===== config.mk =====
export PLATFORM = sky130hd
export DESIGN_NAME = vga_tx_timing
export DESIGN_NICKNAME = d
export VERILOG_FILES = /design/src/rtl/vga_tx_timing.sv
export SDC_FILE = /design/constraint.sdc
export NUM_CORES = 1
export LEC_CHECK = 0
export BUFFER_PORTS_ARGS = -buffer_cell sky130_fd_sc_hd__buf_2
export CORE_MARGIN = 5
export CORE_UTILIZATION = 30
export CTS_CLUSTER_SIZE = 25
export DETAILED_ROUTE_END_ITERATION = 7
export GPL_TIMING_DRIVEN = 0
export HOLD_SLACK_MARGIN = 0.02
export PLACE_DENSITY = 0.51
export REMOVE_ABC_BUFFERS = 1
export SLEW_MARGIN = 0
export SYNTH_ARGS = -nofsm -noshare
export SYNTH_HDL_FRONTEND = slang
export SYNTH_SLANG_ARGS = --single-unit

===== constraint.sdc =====
create_clock -name Clock -period 2.4 [get_ports Clock]
set_clock_uncertainty 0.2 [all_clocks]
set_input_delay 0.48 -clock Clock [delete_from_list [all_inputs] [get_ports Clock]]
set_output_delay 0.48 -clock Clock [all_outputs]
set_load 0.02 [all_outputs]

===== src/rtl/vga_tx_timing.sv =====
// vga_tx_timing: 640x480@60 VGA raster generator (parameterisable).
// Walks the screen with free-running column/line counters. Each counter
// is shadowed by a phase FSM (ACTIVE/FRONT/SYNC/BACK). The FSM publishes
// the pixel request coordinates combinationally. It registers the returned
// pixel together with the syncs and blank, so the output lags the request
// by exactly one clock.
`timescale 1ns/1ps

module vga_tx_timing #(
  parameter int H_ACTIVE = 640,
  parameter int H_FRONT  = 16,
  parameter int H_SYNC   = 96,
  parameter int H_BACK   = 48,
  parameter int V_ACTIVE = 480,
  parameter int V_FRONT  = 10,
  parameter int V_SYNC   = 2,
  parameter int V_BACK   = 33
) (
  input  logic        Clock,
  input  logic        Reset,
  input  logic        display_on,
  input  logic [23:0] RGB,
  output logic [9:0]  ColunaOut,
  output logic [9:0]  LinhaOut,
  output logic        h_sync,
  output logic        v_sync,
  output logic        blank,
  output logic [7:0]  R,
  output logic [7:0]  G,
  output logic [7:0]  B,
  output logic        frame_start
);

  localparam int H_TOTAL = H_ACTIVE + H_FRONT + H_SYNC + H_BACK;
  localparam int V_TOTAL = V_ACTIVE + V_FRONT + V_SYNC + V_BACK;

  // Last count value of each phase; a phase ends when its counter sits here.
  localparam logic [9:0] H_ACT_END  = 10'(H_ACTIVE - 1);
  localparam logic [9:0] H_FP_END   = 10'(H_ACTIVE + H_FRONT - 1);
  localparam logic [9:0] H_SYNC_END = 10'(H_ACTIVE + H_FRONT + H_SYNC - 1);
  localparam logic [9:0] H_LAST     = 10'(H_TOTAL - 1);
  localparam logic [9:0] V_ACT_END  = 10'(V_ACTIVE - 1);
  localparam logic [9:0] V_FP_END   = 10'(V_ACTIVE + V_FRONT - 1);
  localparam logic [9:0] V_SYNC_END = 10'(V_ACTIVE + V_FRONT + V_SYNC - 1);
  localparam logic [9:0] V_LAST     = 10'(V_TOTAL - 1);

  localparam logic [1:0] ST_ACTIVE = 2'd0;
  localparam logic [1:0] ST_FRONT  = 2'd1;
  localparam logic [1:0] ST_SYNC   = 2'd2;
  localparam logic [1:0] ST_BACK   = 2'd3;

  logic       r_run;       // low only until the first edge after reset
  logic [9:0] r_hcnt;
  logic [9:0] r_vcnt;
  logic [1:0] r_h_state;
  logic [1:0] r_v_state;

  logic       r_h_sync;
  logic       r_v_sync;
  logic       r_blank;
  logic [7:0] r_r;
  logic [7:0] r_g;
  logic [7:0] r_b;
  logic       r_frame_start;

  logic       w_h_wrap;
  logic       w_v_wrap;
  logic       w_visible;
  logic [1:0] w_h_state_next;
  logic [1:0] w_v_state_next;

  assign w_h_wrap  = (r_hcnt == H_LAST);
  assign w_v_wrap  = (r_vcnt == V_LAST);
  assign w_visible = (r_h_state == ST_ACTIVE) && (r_v_state == ST_ACTIVE);

  // Horizontal phase FSM: advance when the column reaches the end of a phase.
  always_comb begin
    // NOTE: default assignment first so no path leaves the output unassigned (no latch).
    w_h_state_next = r_h_state;
    case (r_h_state)
      ST_ACTIVE: if (r_hcnt == H_ACT_END)  w_h_state_next = ST_FRONT;
      ST_FRONT:  if (r_hcnt == H_FP_END)   w_h_state_next = ST_SYNC;
      ST_SYNC:   if (r_hcnt == H_SYNC_END) w_h_state_next = ST_BACK;
      default:   if (w_h_wrap)             w_h_state_next = ST_ACTIVE;
    endcase
  end

  // Vertical phase FSM: same phase order, evaluated on the line counter.
  always_comb begin
    w_v_state_next = r_v_state;
    case (r_v_state)
      ST_ACTIVE: if (r_vcnt == V_ACT_END)  w_v_state_next = ST_FRONT;
      ST_FRONT:  if (r_vcnt == V_FP_END)   w_v_state_next = ST_SYNC;
      ST_SYNC:   if (r_vcnt == V_SYNC_END) w_v_state_next = ST_BACK;
      default:   if (w_v_wrap)             w_v_state_next = ST_ACTIVE;
    endcase
  end

  // Raster counters and phase states; the first edge after reset only arms
  // the raster so that pixel (0,0) is requested for a full clock.
  always_ff @(posedge Clock or posedge Reset) begin
    if (Reset) begin
      // NOTE: non-blocking assignments for all clocked state so every flop samples pre-edge values.
      r_run     <= 1'b0;
      r_hcnt    <= '0;
      r_vcnt    <= '0;
      r_h_state <= ST_ACTIVE;
      r_v_state <= ST_ACTIVE;
    end else if (!r_run) begin
      r_run <= 1'b1;
    end else begin
      r_hcnt    <= w_h_wrap ? '0 : r_hcnt + 10'd1;
      r_h_state <= w_h_state_next;
      if (w_h_wrap) begin
        r_vcnt    <= w_v_wrap ? '0 : r_vcnt + 10'd1;
        r_v_state <= w_v_state_next;
      end
    end
  end

  // Output stage: pixel, syncs, blank and frame marker registered together.
  always_ff @(posedge Clock or posedge Reset) begin
    if (Reset) begin
      r_h_sync      <= 1'b1;
      r_v_sync      <= 1'b1;
      r_blank       <= 1'b0;
      r_r           <= '0;
      r_g           <= '0;
      r_b           <= '0;
      r_frame_start <= 1'b0;
    end else if (r_run) begin
      r_h_sync      <= (r_h_state != ST_SYNC);
      r_v_sync      <= (r_v_state != ST_SYNC);
      r_blank       <= w_visible;
      r_r           <= (w_visible && display_on) ? RGB[23:16] : 8'h00;
      r_g           <= (w_visible && display_on) ? RGB[15:8]  : 8'h00;
      r_b           <= (w_visible && display_on) ? RGB[7:0]   : 8'h00;
      r_frame_start <= (r_hcnt == 10'd0) && (r_vcnt == 10'd0);
    end
  end

  // Request coordinates are only meaningful inside the visible area.
  assign ColunaOut   = w_visible ? r_hcnt : 10'd0;
  assign LinhaOut    = w_visible ? r_vcnt : 10'd0;

  assign h_sync      = r_h_sync;
  assign v_sync      = r_v_sync;
  assign blank       = r_blank;
  assign R           = r_r;
  assign G           = r_g;
  assign B           = r_b;
  assign frame_start = r_frame_start;

endmodule

==> metrics.yaml, run 1 <==
outcome: "complete, no violations"
initial_utilization_pct: 31.1
portBuffers: 74
drt_first_pass_iters: 4
placementRows: 34
yosysMostFrequentCell: "dfrtp_1"
yosysTopAreaCellShare_pct: 46.5
synthArstFlopShare_pct: 100
r2r-start: "r_hcnt[7]$_DFFE_PP0P_"
via_per_inst: 4.85
tns_ns: 0
ys.warnings.count: 0
tightest_slew_ns: 0.839
area_growth_pct: 22.9
cts_buffers: 5
use_met3_pct: 3.24
worstSetupStartpoint: "r_v_state[0]$_DFFE_PP0P_"
cp_top_family: "flip-flops"
worst_ep_arrival_time_ns: 1.55
synth-seq-cells: 53
end_kind: "output pin"
ys_types: 43
grt_pass1_vias: 2190
synth-seq-area-share_pct: 48.4
grt_max_degree: 43
dp_hpwl_mm: 4.75
met1_usage_pct: 17.3
path_clk_slew_ns: 0.10
clock_latency_ns: 0.31
die_h_um: 106
r2r_slack_ns: 0.18
cts_tree: "done"
start_kind: "flop"
final_max_slew_viol_count: 0
max_stage_delay_ns: 0.39
gp_congestion: 0.772
nNetsFinal: 403
p_per_area_nw_per_um2: 631
diodes: 0
rsz0062_at_grt: "false"
drt_wl_total_mm: 6.93
drc: 0
crit_end: "ColunaOut[3]"
synth.avg_cell_area_um2: 9.20
setup_viol: 0
min_path_type: "in2reg"
cp.depth: 4
synth_top_area_cell: "dfrtp_1"
ys.flop_type: "dfrtp_1"
required_ns: 1.72
drt_iter0_markers: 109
grt_usage_pct: 12.3
cts-root-buf: "clkbuf_8"
clkSinkCount: 53
synth-edff-count: 0
worst_r2r_path_depth: 4
hold_viol_final: 0
crit_type: "reg2out"
hold_depth: 3
layout-drive-gt1-share_pct: 26.8
crit_path_max_fanout: 25
p_leak_nw: 1.68
synth_commonest_cells: "51 x dfrtp_1, 39 x inv_1, 37 x o21ai_0, 34 x nand2_1, 25 x and3_1"
core-area_um2: 8810
cts.path.max_buffers: 2
synthCells: 298
r2r-end: "r_h_state[1]$_DFFE_PP0P_"
pin_count: 75
cp_cell_sequence: "inv_1, ha_4, and3_1, buf_2"
synth_area_um2: 2740
detail-route-antenna-nets: 0
gr-total-overflow: 0
synth_area_leaders: "dfrtp_1 47%, o21ai_0 6.8%, and3_1 5.7%"
antenna_found_initial: 0
busiest_layer: "met2"
worst_ir_drop_vdd_v: 0.000246
wl_per_cell_um: 14.6
cap_violations: 0
worst-path-buf-inv: 2
vias: 2301
final_util_pct: 38.3
slowest_stage: "dfrtp_1"
relSlewSlack_pct: 44.0
grt_pass1_wl_mm: 11.2
period_minus_slack_ns: 2.23
finalCritPeriodShare_pct: 92.9
dieArea_um2: 11200
fmax_mhz: 449
htreeDepth: 2
grtUsageMet2_pct: 18.8
whs_ns: 0.169
dieWidth_um: 106
-- sequential cells by signal, summed over array words and instances (netlist names) --
register	count
r_hcnt	10
blank	1
r_vcnt	10
r_h_state	2
R	8
r_v_state	2
r_run	1
frame_start	1
G	8
B	8
h_sync	1
v_sync	1
-- metal layers --
metal / vias to the layer above / routed length, µm
met5: - / 0
met1: 1078 / 3470
li1: 1135 / -
met2: 81 / 2900
met3: 7 / 491
met4: 0 / 70
-- cell families (layout without fill, tap and decap cells) --
| family | after synthesis | after routing | share of synthesized area [%] |
|---|---|---|---|
| simple gates | 108 | 108 | 22.3 |
| buf+inv | 57 | 125 | 8.17 |
| compound gates | 54 | 54 | 11.3 |
| flops | 53 | 53 | 48.4 |
| fa+ha+maj | 11 | 11 | 5.02 |
| xor+xnor | 11 | 11 | 3.51 |
| mux | 3 | 3 | 1.14 |
| other cells | 1 | 1 | 0.137 |
-- repair_timing --
| item | 4_1_cts | 5_1_grt |
|---|---|---|
| buffers inserted | 1 | 1 |
| pin swaps | 1 | 0 |
| hold buffers | 1 | 0 |
| endpoints found under the setup margin | 62 | 51 |
| hold endpoints to repair | 13 | 0 |
| resized for setup | 5 | 2 |
-- report_power, final --
group | internal, mW | switching [mW]
sequential | 0.970 | 0.110
combinational | 0.163 | 0.248
clock | 0.341 | 0.295
-- worst min-delay path by stage --
| stage | start | endpoint | slack (ns) |
|---|---|---|---|
| global route | RGB[13] | G[5]$_DFFE_PP0P_ | 0.15 |
| floorplan | r_vcnt[7]$_DFFE_PP0P_ | r_vcnt[7]$_DFFE_PP0P_ | 0.29 |
| finish | RGB[13] | G[5]$_DFFE_PP0P_ | 0.17 |
| detailed placement | Reset | G[5]$_DFFE_PP0P_ | 0.25 |
| CTS | RGB[19] | R[3]$_DFFE_PP0P_ | 0.15 |
| global placement | v_sync$_DFFE_PP1P_ | v_sync$_DFFE_PP1P_ | 0.28 |
-- area by class of cell --
class / instances / area, µm²
repair buffers: 78 / 427
flip-flops and latches: 53 / 1330
well taps: 108 / 135
fillers: 909 / 5430
clock inverters: 1 / 30.0
clock buffers: 7 / 86.3
multi-input cells: 188 / 1210
inverters: 39 / 146
-- worst register-to-register path: cells and delay by family, from the launching register on --
family / cells / cell delay (ns)
flip-flops: 1 / 0.47
multiplexers: 1 / 0.31
AO/OA/AOI/OAI: 1 / 0.24
AND/OR/NAND/NOR: 2 / 0.88
-- per-stage QoR --
stage | instance area, µm² | setup slack [ns] | std cells | total power, mW
6_report | 3370 | 0.171 | 474 | 2.13
5_1_grt | 3370 | 0.0223 | 474 | 2.25
4_1_cts | 3340 | 0.0207 | 473 | 2.16
3_5_place_dp | 3190 | -1.09 | 463 | 1.51
3_3_place_gp | 3170 | -1.03 | 462 | 1.50
2_1_floorplan | 2670 | -0.128 | 280 | 1.33
-- layout by cell type, fill, tap and decap left out, types with 2 or more instances in the layout --
master	n
clkbuf_8	6
nand4b_1	2
nand3_1	8
nor4_4	2
nand2b_1	4
a21oi_1	3
nor4_1	4
o31ai_1	3
o22ai_1	3
buf_2	74
ha_4	2
ha_1	9
dfrtp_1	50
o41ai_1	2
inv_1	38
xor2_1	3
nand2_1	34
and3_1	25
o21ai_0	37
mux2i_1	2
xnor2_1	8
nor2_1	10
dfstp_2	2
nor2b_1	2
or3_1	2
nand4_1	6
Power figures use the tool's default switching activity.
==> inputs of run 2 (changes only) <==
--- a/config.mk
+++ b/config.mk
@@ -13,7 +13,6 @@
 export GPL_TIMING_DRIVEN = 0
 export HOLD_SLACK_MARGIN = 0.02
 export PLACE_DENSITY = 0.51
-export REMOVE_ABC_BUFFERS = 1
 export SLEW_MARGIN = 0
 export SYNTH_ARGS = -nofsm -noshare
 export SYNTH_HDL_FRONTEND = slang
==> run 2 against run 1 <==
  * Worst hold slack worse by 0.0031 ns
  * Power is 3.7% lower
  * Worst setup slack worse by 0.043 ns
  * Critical path depth is 1 higher
  * Wire length is 3.5% higher
  * Via count is 2.3% higher
  * Non-clock buffer count is 19 higher
  * Design area is 1.7% higher
  * Clock power is 16% lower
  * Sequential power is 5% lower
==> metrics.yaml, run 2 (same netlist as run 1, synthesis figures left out) <==
area_growth_pct: 25.0  # was 22.9%
core-area_um2: 8810  # unchanged
clock_power_share_pct: 26.0  # was 29.9%
grt_usage_pct: 13.0  # was 12.3%
outcome: "complete, no violations"  # unchanged
p_per_area_nw_per_um2: 597  # was 631 nW/µm²
clock_latency_ns: 0.31  # about the same
final_common_cell: "buf_2"  # unchanged
final_cell_mix: "80 x buf_2, 51 x dfrtp_1, 38 x inv_1"  # was 74 x buf_2, 50 x dfrtp_1, 38 x inv_1
min_path_type: "in2reg"  # unchanged
htreeDepth: 2  # unchanged
p_int_mw: 1.39  # was 1.47 mW
period_minus_slack_ns: 2.27  # was 2.23 ns
antenna_found_initial: 0  # unchanged
path_clk_slew_ns: 0.10  # about the same
grt_max_degree: 33  # was 43
seq_power_share_pct: 50.2  # was 50.8%
cts_buffers: 5  # unchanged
wl_per_cell_um: 14.5  # was 14.6 µm
worst_slack_ns: 0.128  # was 0.171 ns
crit_type: "reg2out"  # unchanged
final_max_slew_viol_count: 0  # unchanged
layout-drive-gt1-share_pct: 28.3  # was 26.8%
dieWidth_um: 106  # unchanged
crit_path_max_fanout: 10  # was 25
die_h_um: 106  # unchanged
diodes: 0  # unchanged
slowest_stage: "dfrtp_1"  # unchanged
path_common_cell: "buf_2"
cts.path.max_buffers: 2  # unchanged
placementRows: 34  # unchanged
grt_pass1_wl_mm: 12.0  # was 11.2 mm
hold_depth: 3  # unchanged
worst_ir_drop_vdd_v: 0.000206  # was 0.000246 V
setup_viol: 0  # unchanged
hold_viol_final: 0  # unchanged
worst_r2r_path_depth: 7  # was 4
final_util_pct: 38.9  # was 38.3%
drt_wl_total_mm: 7.17  # was 6.93 mm
gr-total-overflow: 0  # unchanged
drt_first_pass_iters: 4  # unchanged
required_ns: 1.72  # about the same
cts_tree: "done"  # unchanged
worst_ep_arrival_time_ns: 1.59  # was 1.55 ns
end_kind: "output pin"  # unchanged
initial_utilization_pct: 31.1  # unchanged
fmax_mhz: 440  # was 449 MHz
dieArea_um2: 11200  # unchanged
nNetsFinal: 422  # was 403
clkSinkCount: 53  # unchanged
top_regs: "r_hcnt (10), r_vcnt (10)"  # unchanged
gp_congestion: 0.800  # was 0.772
tightest_slew_ns: 0.597  # was 0.839 ns
cts-root-buf: "clkbuf_8"  # unchanged
cap_violations: 0  # unchanged
max_stage_delay_ns: 0.40  # was 0.39 ns
grt_pass1_vias: 2359  # was 2,190
pin_count: 75  # unchanged
combPwrFrac_pct: 23.8  # was 19.3%
dp_hpwl_mm: 5.31  # was 4.75 mm
finalCritPeriodShare_pct: 94.7  # was 92.9%
vias: 2353  # was 2,301
drc: 0  # unchanged
cp_cell_sequence: "inv_1, ha_4, buf_2, and3_1, buf_2"  # was inv_1, ha_4, and3_1, buf_2
relSlewSlack_pct: 59.8  # was 44.0%
detail-route-antenna-nets: 0  # unchanged
start_kind: "flop"  # unchanged
synth_nets: 336
portBuffers: 74  # unchanged
pre_cts_slack_ns: 0.118  # was -1.09 ns
via_per_inst: 4.77  # was 4.85
p_sw_share_pct: 32.3  # was 30.7%
p_switching_mw: 0.662  # was 0.653 mW
whs_ns: 0.165  # was 0.169 ns
drt_iter0_markers: 104  # was 109
p_leak_nw: 1.73  # was 1.68 nW
-- run 2: changes by cell type in the layout (fill, tap and decap cells not counted), sizes merged --
cell,change
clkinv,+2
clkbuf,+10
bufinv,-1
buf,+8
-- run 2: worst paths after layout --
kind | start | to | slack [ns]
max in group asynchronous | Reset | v_sync$_DFFE_PP1P_ | 0.84
min | RGB[20] | R[4]$_DFFE_PP0P_ | 0.17
min in group asynchronous | Reset | R[4]$_DFFE_PP0P_ | 0.53
min reg2reg | v_sync$_DFFE_PP1P_ | v_sync$_DFFE_PP1P_ | 0.29
max reg2reg | r_vcnt[0]$_DFFE_PP0P_ | r_v_state[0]$_DFFE_PP0P_ | 0.15
max | r_v_state[0]$_DFFE_PP0P_ | LinhaOut[8] | 0.13
-- run 2: metrics by stage --
stage / area [µm²] / TNS [ns] / instances / total power [mW]
2_1_floorplan: 2740 / 0 / 298 / 1.36
3_3_place_gp: 3250 / -18.79 / 480 / 1.53
3_5_place_dp: 3270 / 0 / 481 / 1.53
4_1_cts: 3380 / 0 / 490 / 2.08
5_1_grt: 3430 / -0.0214 / 493 / 2.18
6_report: 3430 / 0 / 493 / 2.05
-- run 2: repair_timing --
item	CTS	global route
endpoints found under the setup margin	19	25
endpoints found under the hold margin	20	0
hold buffers	1	0
gates resized for setup	6	5
pin swaps	0	1
setup buffers	0	3
-- run 2: critical path: cells and delay by family (launching register included) --
kind / cells / cell delay (ns)
adders and majority gates: 1 / 0.21
DFF: 1 / 0.40
and+or+nand+nor: 1 / 0.17
buffers and inverters: 3 / 0.51
-- run 2: power by group through the flow --
stage	Combinational (mW)	Clock [mW]	Sequential, mW
5_1_grt	0.540	0.595	1.04
2_1_floorplan	0.277	0	1.08
3_5_place_dp	0.490	0	1.04
4_1_cts	0.494	0.563	1.03
6_report	0.488	0.533	1.03
3_3_place_gp	0.484	0	1.04
-- run 2: routing by layer --
metal / part of all wire [%] / vias to the layer above / global-route usage, %
li1: - / 1175 / -
met5: 0 / - / 0
met1: 51 / 1091 / 19.0
met2: 41 / 83 / 19.4
met3: 6.5 / 4 / 3.00
met4: 0.91 / 0 / 3.52
-- run 2: area by class of cell --
cell class	count	area, µm²
fill	936	5380
sequential	53	1330
multi-input combinational	188	1210
timing repair buffer	79	423
inverter	39	146
tap	108	135
buffer	18	85.1
clock buffer	6	82.6
clock inverter	2	13.8
==> inputs of run 3 (changes only) <==
--- a/config.mk
+++ b/config.mk
@@ -12,7 +12,7 @@
 export DETAILED_ROUTE_END_ITERATION = 7
 export GPL_TIMING_DRIVEN = 0
 export HOLD_SLACK_MARGIN = 0.02
-export PLACE_DENSITY = 0.51
+export PLACE_DENSITY = 0.52
 export SLEW_MARGIN = 0
 export SYNTH_ARGS = -nofsm -noshare
 export SYNTH_HDL_FRONTEND = slang
==> constraint.sdc (replaced) <==
create_clock -name Clock -period 1.85 [get_ports Clock]
set_clock_uncertainty 0.2 [all_clocks]
set_input_delay 0.2775 -clock Clock [delete_from_list [all_inputs] [get_ports Clock]]
set_output_delay 0.2775 -clock Clock [all_outputs]
set_load 0.02 [all_outputs]
==> run 3 against run 2 <==
  * Power grew 52%
  * Sequential power grew 30%
  * Die area is the same
  * Worst setup slack lost 0.39 ns
  * Clock-buffer cell count is the same
  * Clock power grew 53%
  * Critical path type is now reg2reg
  * The run now ends with setup timing left
==> metrics.yaml, run 3 (same netlist as run 1, synthesis figures left out) <==
drc: 0  # unchanged
dieWidth_um: 106  # unchanged
dp_hpwl_mm: 5.37  # was 5.31 mm
clkSinkCount: 53  # unchanged
min_path_type: "reg2reg"  # was in2reg
grt_pass1_wl_mm: 13.6  # was 12.0 mm
end_kind: "flop"  # was output pin
violations: "setup timing"
crit_path_max_fanout: 3  # was 10
p_leak_nw: 2.05  # was 1.73 nW
nNetsFinal: 478  # was 422
grt_usage_pct: 14.9  # was 13.0%
final_cell_mix: "56 x buf_2, 47 x dfrtp_1, 34 x nand2_1"  # was 80 x buf_2, 51 x dfrtp_1, 38 x inv_1
cts-root-buf: "clkbuf_8"  # unchanged
place_area_um2: 3280  # was 3270 µm²
final_common_cell: "buf_2"  # unchanged
via_per_inst: 4.85  # was 4.77
cap_violations: 0  # unchanged
synth_nets: 336  # unchanged
htreeDepth: 2  # unchanged
core-area_um2: 8810  # unchanged
cts_tree: "done"  # unchanged
vias: 2663  # was 2,353
tightest_slew_ns: 0.644  # was 0.597 ns
drt_iter0_markers: 110  # was 104
grt_max_degree: 29  # was 33
gp_congestion: 0.781  # was 0.800
final_max_slew_viol_count: 0  # unchanged
outcome: "complete, but fails checks"  # was complete, no violations
clock_latency_ns: 0.31  # about the same
drt_wl_total_mm: 8.52  # was 7.17 mm
finalCritPeriodShare_pct: 114
relSlewSlack_pct: 57.0  # was 59.8%
start_kind: "flop"  # unchanged
fmax_mhz: 474
cts_buffers: 5  # unchanged
placementRows: 34  # unchanged
required_ns: 1.84  # was 1.72 ns
worst_ir_drop_vdd_v: 0.000367  # was 0.000206 V
path_clk_slew_ns: 0.10  # about the same
hold_viol_final: 0  # unchanged
rsz0062_at_grt: "true"
worst_ep_arrival_time_ns: 2.11  # was 1.59 ns
layout-drive-gt1-share_pct: 45.8  # was 28.3%
die_h_um: 106  # unchanged
setup_viol: 39  # was 0
numPlacedInstances: 481  # unchanged
period_minus_slack_ns: 2.11
pin_count: 75  # unchanged
portBuffers: 74  # unchanged
antenna_found_initial: 0  # unchanged
wl_per_cell_um: 15.5  # was 14.5 µm
p_per_area_nw_per_um2: 702  # was 597 nW/µm²
top_regs: "r_hcnt (10), r_vcnt (10)"  # unchanged
worst_slack_ns: -0.261  # was 0.128 ns
fin_area_um2: 4440  # was 3430 µm²
detail-route-antenna-nets: 0  # unchanged
drt_first_pass_iters: 4  # unchanged
cts.path.max_buffers: 2  # unchanged
initial_utilization_pct: 31.1  # unchanged
diodes: 0  # unchanged
fin_cells: 549  # was 493
crit_type: "reg2reg"  # was reg2out
gr-total-overflow: 0  # unchanged
grt_pass1_vias: 2637  # was 2,359
dieArea_um2: 11200  # unchanged
finalPower_mw: 3.12  # was 2.05 mW
area_growth_pct: 61.9  # was 25.0%
[run 3: cell count changes in the layout (fill, tap and decap cells not counted), sizes merged]
cell	change
clkbuf	-2
buf	+34
clkinv	-1
dlygate4sd3	+24
bufinv	+1
[run 3: path summary, 6_finish.rpt]
check | start | to | slack [ns] | cells after the start
max | r_vcnt[0]$_DFFE_PP0P_ | r_vcnt[4]$_DFFE_PP0P_ | -0.26 | 6
min | h_sync$_DFFE_PP1P_ | h_sync$_DFFE_PP1P_ | 0.30 | 2
max reg2reg | r_vcnt[0]$_DFFE_PP0P_ | r_vcnt[4]$_DFFE_PP0P_ | -0.26 | 6
min reg2reg | h_sync$_DFFE_PP1P_ | h_sync$_DFFE_PP1P_ | 0.30 | 2
max in group asynchronous | Reset | v_sync$_DFFE_PP1P_ | 0.42 | 4
min in group asynchronous | Reset | B[7]$_DFFE_PP0P_ | 0.39 | 3
[run 3: area by class of cell]
| cell class | instances | area [µm²] |
|---|---|---|
| clock buffers | 6 | 72.6 |
| clock inverters | 2 | 35.0 |
| well taps | 108 | 135 |
| repair buffers | 137 | 1080 |
| flip-flops and latches | 53 | 1330 |
| multi-input cells | 188 | 1500 |
| inverters | 39 | 146 |
| plain buffers | 16 | 134 |
| fillers | 814 | 4370 |
[run 3: per-layer routing]
metal	GRT usage (%)	up-vias	wire [µm]
met2	23.5	92	3700
met5	0	-	0
met4	4.26	0	120
met3	3.30	9	575
met1	20.7	1269	4130
li1	-	1293	-
[run 3: worst max-delay path, cell delays in order (launching register included)]
cell and delay (ns):
dfrtp_2 0.43, inv_2 0.08, ha_4 0.13, or4b_4 0.47, or3_4 0.37, o21ai_4 0.21, o31ai_1 0.09
[run 3: per-stage QoR]
| step | utilization [%] | TNS, ns | hold WS, ns | setup slack (ns) |
|---|---|---|---|---|
| after detailed placement | 37.3 | -12.53 | 0.205 | -0.413 |
| after CTS | 48.2 | -4.52 | 0.296 | -0.273 |
| after global routing | 50.4 | -8.26 | 0.311 | -0.342 |
| final | 50.4 | -5.19 | 0.296 | -0.261 |
| after floorplan | - | -0.581 | 0.194 | -0.123 |
| after global placement | 37.0 | -47.73 | 0.282 | -0.713 |
[run 3: power breakdown]
part	switching (mW)	total, mW	internal, mW
Combinational	0.493	0.957	0.464
Clock	0.414	0.817	0.403
Sequential	0.0803	1.34	1.26
[run 3: timing repair]
item,4_1_cts,5_1_grt
gates cloned,2,0
pin swaps,21,15
endpoints found under the setup margin,61,60
buffers inserted,23,12
hold endpoints to repair,50,0
hold buffers,25,0
gates resized for setup,113,32
